## config.mk

```make
export PLATFORM = sky130hd
export DESIGN_NAME = uart_rx_buffer
export DESIGN_NICKNAME = d
export VERILOG_FILES = /design/src/rtl/uart_rx_buffer.sv
export SDC_FILE = /design/constraint.sdc
export NUM_CORES = 1
export LEC_CHECK = 0
export BUFFER_PORTS_ARGS = -buffer_cell sky130_fd_sc_hd__buf_2
export CAP_MARGIN = 20
export CELL_PAD_IN_SITES_DETAIL_PLACEMENT = 1
export CELL_PAD_IN_SITES_GLOBAL_PLACEMENT = 1
export CORE_ASPECT_RATIO = 0.9
export CORE_UTILIZATION = 48
export DETAILED_ROUTE_END_ITERATION = 16
export PLACE_DENSITY_LB_ADDON = 0.08
export SYNTH_ARGS = -nofsm -noshare
export SYNTH_HDL_FRONTEND = slang
export SYNTH_SLANG_ARGS = --single-unit
```

## constraint.sdc

```tcl
create_clock -name clock -period 2.55 [get_ports clock]
set_input_delay 0.765 -clock clock [delete_from_list [all_inputs] [get_ports clock]]
set_output_delay 0.765 -clock clock [all_outputs]
set_load 0.1 [all_outputs]
```

## src/rtl/uart_rx_buffer.sv

```systemverilog
// uart_rx_buffer: 8N1 UART receiver feeding a show-ahead byte FIFO.
//
// Ports:
//   clock          - single clock, all state changes on its rising edge
//   reset          - asynchronous, active-low reset
//   uart_rx        - asynchronous serial input, idle high, LSB first
//   data_out       - byte at the FIFO head
//   data_out_valid - FIFO non-empty, data_out meaningful
//   data_out_ready - consumer takes data_out this cycle
//   fill_count     - number of bytes stored (0..2^DEPTH_LOG2)
//   framing_error  - sticky: a stop bit sampled low
//   overflow       - sticky: a received byte was dropped on a full FIFO
//   clear_errors   - synchronous clear of both sticky flags (set wins)
module uart_rx_buffer #(
    parameter int CLOCK_DIVIDER = 104,
    parameter int DEPTH_LOG2    = 4
) (
    input  logic                clock,
    input  logic                reset,
    input  logic                uart_rx,
    output logic [7:0]          data_out,
    output logic                data_out_valid,
    input  logic                data_out_ready,
    output logic [DEPTH_LOG2:0] fill_count,
    output logic                framing_error,
    output logic                overflow,
    input  logic                clear_errors
);
    localparam int DEPTH = 1 << DEPTH_LOG2;
    localparam int CW    = $clog2(CLOCK_DIVIDER + 1);

    localparam logic [CW-1:0]         HALF_BIT = CW'(CLOCK_DIVIDER / 2 - 1);
    localparam logic [CW-1:0]         FULL_BIT = CW'(CLOCK_DIVIDER - 1);
    localparam logic [CW-1:0]         CNT_ONE  = CW'(1);
    localparam logic [DEPTH_LOG2-1:0] PTR_ONE  = DEPTH_LOG2'(1);
    localparam logic [DEPTH_LOG2:0]   FILL_ONE = (DEPTH_LOG2 + 1)'(1);

    typedef enum logic [2:0] {IDLE, START, DATA, STOP, WAIT_HIGH} rx_state_t;

    // ---------------- input synchronizer (idles high) ----------------
    logic rx_meta, rx_sync;

    always_ff @(posedge clock or negedge reset) begin
        if (!reset) begin
            rx_meta <= 1'b1;
            rx_sync <= 1'b1;
        end else begin
            rx_meta <= uart_rx;
            rx_sync <= rx_meta;
        end
    end

    // ---------------- receiver FSM ----------------
    rx_state_t   state, state_next;
    logic [CW-1:0] cnt, cnt_next;
    logic [2:0]  bit_idx, bit_idx_next;
    logic [7:0]  shift, shift_next;
    logic        rx_push, frame_err_set;

    always_ff @(posedge clock or negedge reset) begin
        if (!reset) begin
            state   <= IDLE;
            cnt     <= '0;
            bit_idx <= '0;
            shift   <= '0;
        end else begin
            state   <= state_next;
            cnt     <= cnt_next;
            bit_idx <= bit_idx_next;
            shift   <= shift_next;
        end
    end

    always_comb begin
        state_next    = state;
        cnt_next      = cnt + CNT_ONE;
        bit_idx_next  = bit_idx;
        shift_next    = shift;
        rx_push       = 1'b0;
        frame_err_set = 1'b0;
        case (state)
            IDLE: begin
                cnt_next = '0;
                if (!rx_sync) state_next = START;
            end
            START: begin
                // Re-check the start bit mid-way; a high line here was a glitch.
                if (cnt == HALF_BIT) begin
                    cnt_next     = '0;
                    bit_idx_next = '0;
                    state_next   = rx_sync ? IDLE : DATA;
                end
            end
            DATA: begin
                if (cnt == FULL_BIT) begin
                    cnt_next            = '0;
                    shift_next[bit_idx] = rx_sync;
                    bit_idx_next        = bit_idx + 3'd1;
                    if (bit_idx == 3'd7) state_next = STOP;
                end
            end
            STOP: begin
                if (cnt == FULL_BIT) begin
                    cnt_next = '0;
                    if (rx_sync) begin
                        rx_push    = 1'b1;
                        state_next = IDLE;
                    end else begin
                        frame_err_set = 1'b1;
                        state_next    = WAIT_HIGH;
                    end
                end
            end
            WAIT_HIGH: begin
                // Park here through a break so it reports only one error.
                cnt_next = '0;
                if (rx_sync) state_next = IDLE;
            end
            default: state_next = IDLE;
        endcase
    end

    // ---------------- show-ahead FIFO ----------------
    logic [7:0]            mem [DEPTH];
    logic [DEPTH_LOG2-1:0] rd_ptr, wr_ptr;
    logic                  pop, full, push_ok;

    assign data_out_valid = (fill_count != '0);
    assign data_out       = mem[rd_ptr];
    assign pop            = data_out_valid && data_out_ready;
    assign full           = fill_count[DEPTH_LOG2];
    // When full, a same-cycle pop frees the head slot, which is exactly wr_ptr.
    assign push_ok        = rx_push && (!full || pop);

    always_ff @(posedge clock or negedge reset) begin
        if (!reset) begin
            rd_ptr     <= '0;
            wr_ptr     <= '0;
            fill_count <= '0;
            for (int i = 0; i < DEPTH; i++) mem[i] <= 8'h00;
        end else begin
            if (push_ok) begin
                mem[wr_ptr] <= shift;
                wr_ptr      <= wr_ptr + PTR_ONE;
            end
            if (pop) rd_ptr <= rd_ptr + PTR_ONE;
            if (push_ok && !pop)      fill_count <= fill_count + FILL_ONE;
            else if (!push_ok && pop) fill_count <= fill_count - FILL_ONE;
        end
    end

    // ---------------- sticky flags (set beats clear) ----------------
    always_ff @(posedge clock or negedge reset) begin
        if (!reset) begin
            framing_error <= 1'b0;
            overflow      <= 1'b0;
        end else begin
            if (frame_err_set)     framing_error <= 1'b1;
            else if (clear_errors) framing_error <= 1'b0;
            if (rx_push && !push_ok) overflow <= 1'b1;
            else if (clear_errors)   overflow <= 1'b0;
        end
    end
endmodule

```

==> flow_summary.ini <==
[run_status]
outcome = finished with violations
violations = negative setup slack

[worst_setup_path]
critPathBufInv = 4
cpMostUsedCell = buf_12
max_stage_delay_ns = 0.50
worstPathArrival_ns = 2.14
crit_type = reg2out
cp_top_family = buffers and inverters
worstPathRequired_ns = 1.79
crit_chain = buf_12 -> buf_12 -> mux4_2 -> a22oi_2 -> buf_4 -> nand2_4 -> buf_12
setup.worst_path.end_class = output port
cp-start-kind = register
cp_slowest_cell = mux4_2
crit_fanout = 6

[cts]
cts_tree = built
clk_path_buf_depth = 2
cts_made_buffers = 17
clk_latency_ns = 0.42
postCtsHoldBufs = 0
cts.clk_slew.worst_paths_ns = 0.06
clock_sinks = 166
ctsRootBufferMaster = clkbuf_16
cts_max_level = 4

[drt]
wl_per_cell_um = 21.9
vias = 4868
ant_nets = 0
drc = 0
drt-initial-drc-count = 117
via_per_inst = 5.82
routed_wl_mm = 18.3
dr.pass1.iters = 4

[global_routing]
grt.total_usage_pct = 23.7
grt_antenna_before_repair = 0
grt_max_degree = 61
grt_pass1_vias = 5420
grt_pass1_wl_mm = 29.7
grt_remaining_overflow = 0

[floorplanning]
start_util_pct = 48.9
core_area_um2 = 16100
ioPinCount = 21
row_count = 44
die_w_um = 137
dieArea_um2 = 17000
die-height_um = 124

[sta]
fin_hold_ws_ns = 0.264
grt_setup_unrepaired = true
slew_violations = 0
fmax_mhz = 344
final_hold_viol_count = 0
min_period_ns = 2.90
finalSetupViolCount = 10
worst_slack_ns = -0.354
finalCritPeriodShare_pct = 114
maxSlewHeadroom_pct = 54.4
skew_ns = 0.00502
worst_pin_slew_ns = 0.684

[power_and_ir_drop]
power_density_nw_per_um2 = 542
ir_drop_mv = 0.396
total_leakage_power_nw = 4.53

[job]
cap_violations = 0

[logic_synthesis]
synth_warnings = 0
synth_top_area_share_pct = 52.0
yosysUniqueCellTypes = 49
synth_area_um2 = 7890
seq_area_frac_synth_pct = 52.7
yosys.area.top_type = dfrtp_1
synth_nets = 567
postSynthAreaPerCell_um2 = 14.4
ys_top_cells_by_area = dfrtp_1, mux2_2, mux4_2, nor3_4, ha_1
ys_seq_elements = 166
syn_inst = 549

[finish]
drive_gt1_share_pct = 52.6
fin_cells = 836
finalNetCount = 634
n_antenna_cell = 0
final_util_pct = 59.7
syn_to_final_growth_pct = 22.0

[placed_design]
io_buffers = 20
globalplace.congestion = 0.743
hpwl_mm = 12.1
place_ws_ns = -0.204
placedCellCount = 800

[worst_hold_path]
min_path_type = in2async
[final timing paths]
check                         startpoint            end  slack (ns)  depth (start not counted)
hold reg to reg                  rx_meta        rx_sync        0.36                          0
setup reg to reg           fill_count[4]  fill_count[4]       -0.05                          9
min in group clock               rx_meta        rx_sync        0.36                          0
max in group asynchronous          reset        mem[63]        1.60                          2
setup / recovery               rd_ptr[0]    data_out[0]       -0.35                          7
hold / removal                     reset        mem[84]        0.26                          1
[Yosys cell counts (all sizes together)]
cell type	count
mux2	137
mux4	32
and4b	2
a41oi	1
o32ai	1
a22oi	16
nand3	14
xnor2	6
and3	2
nand2b	2
and3b	2
clkbuf	14
fa	1
nand4	4
or2	1
and4bb	2
nand3b	2
mux2i	1
a2111oi	1
nand2	24
and2	1
nor2b	5
nor2	8
nor4	2
or4	1
o41ai	2
a311oi	1
dfrtp	164
nor3b	1
o31ai	4
xor2	8
dfstp	2
buf	15
nor3	26
a21oi	6
ha	12
and4	2
a21o	2
inv	12
o21ai	8
o22ai	2
[state kept, by name, indices dropped and copies added (netlist names), 3 cells and up]
name        count
mem           128
shift           8
bit_idx         3
rd_ptr          4
state           3
cnt             7
wr_ptr          4
fill_count      5
[per-stage QoR]
stage	TNS [ns]	power, mW	instance area [µm²]
after CTS	-3.33	5.28	9510
after global placement	-0.201	2.77	8700
after floorplan	-0.190	2.70	8030
after global routing	-3.41	5.40	9630
after detailed placement	-0.630	2.77	8700
final	-2.78	5.22	9630
[cells by family (layout without fill, tap and decap cells)]
| logic type | Yosys count | in the layout | synth area share [%] |
|---|---|---|---|
| and+or+nand+nor | 101 | 101 | 8.85 |
| AOI/OAI and AO/OA | 44 | 44 | 3.80 |
| buffers and inverters | 41 | 121 | 2.17 |
| xor gates and xnor gates | 14 | 14 | 1.55 |
| adders and majority gates | 13 | 13 | 2.16 |
| muxes | 170 | 170 | 28.8 |
| DFF | 166 | 166 | 52.7 |
[cell type report]
class	instances	area (µm²)
sequential	166	4170
timing repair buffer	77	781
clock inverter	8	98.8
tap	207	259
clock buffer	24	472
multi-input combinational	342	3800
inverter	12	47.5
fill	1516	6500
[cell usage in the layout, fill, tap and decap left out, types with 3 or more instances in the layout]
| master | netlist | routed |
|---|---|---|
| nand4_1 | 4 | 4 |
| o21ai_0 | 7 | 6 |
| clkinv_2 | 0 | 3 |
| a22oi_2 | 0 | 16 |
| clkbuf_16 | 0 | 18 |
| xnor2_1 | 6 | 6 |
| a21oi_1 | 6 | 4 |
| clkbuf_1 | 14 | 5 |
| buf_2 | 8 | 10 |
| buf_12 | 0 | 15 |
| mux2_2 | 130 | 130 |
| mux2_1 | 7 | 7 |
| nand2_4 | 1 | 9 |
| nor3_1 | 10 | 10 |
| xor2_1 | 8 | 8 |
| dfrtp_2 | 0 | 3 |
| nand2_1 | 23 | 15 |
| nor2b_1 | 5 | 5 |
| dfrtp_1 | 164 | 159 |
| nor2_1 | 8 | 7 |
| nor3_2 | 5 | 5 |
| ha_1 | 12 | 10 |
| nor3_4 | 11 | 11 |
| o31ai_1 | 4 | 4 |
| nand3_1 | 13 | 12 |
| buf_4 | 0 | 47 |
| mux4_2 | 32 | 32 |
| inv_1 | 12 | 11 |
[what timing repair did]
item / in CTS / in global routing
resized for setup: 47 / 20
cloned: 1 / 1
pin swaps: 9 / 7
setup endpoints to repair: 10 / 11
setup buffers: 2 / 1
[layer usage]
| layer | up-vias | part of all wire (%) | wire [µm] | track usage (%) |
|---|---|---|---|---|
| met5 | - | 0 | 0 | 0 |
| li1 | 2173 | - | - | - |
| met3 | 22 | 2.7 | 494 | 4.76 |
| met2 | 62 | 50 | 9120 | 39.2 |
| met4 | 0 | 1.7 | 308 | 7.35 |
| met1 | 2611 | 46 | 8350 | 31.7 |
[power by group]
| part | total, mW | switching (mW) | internal, mW |
|---|---|---|---|
| Clock | 2.50 | 1.01 | 1.49 |
| Combinational | 0.0804 | 0.0649 | 0.0155 |
| Sequential | 2.64 | 0.000607 | 2.64 |
| Total | 5.22 | 1.08 | 4.14 |
Power figures use the tool's default switching activity.
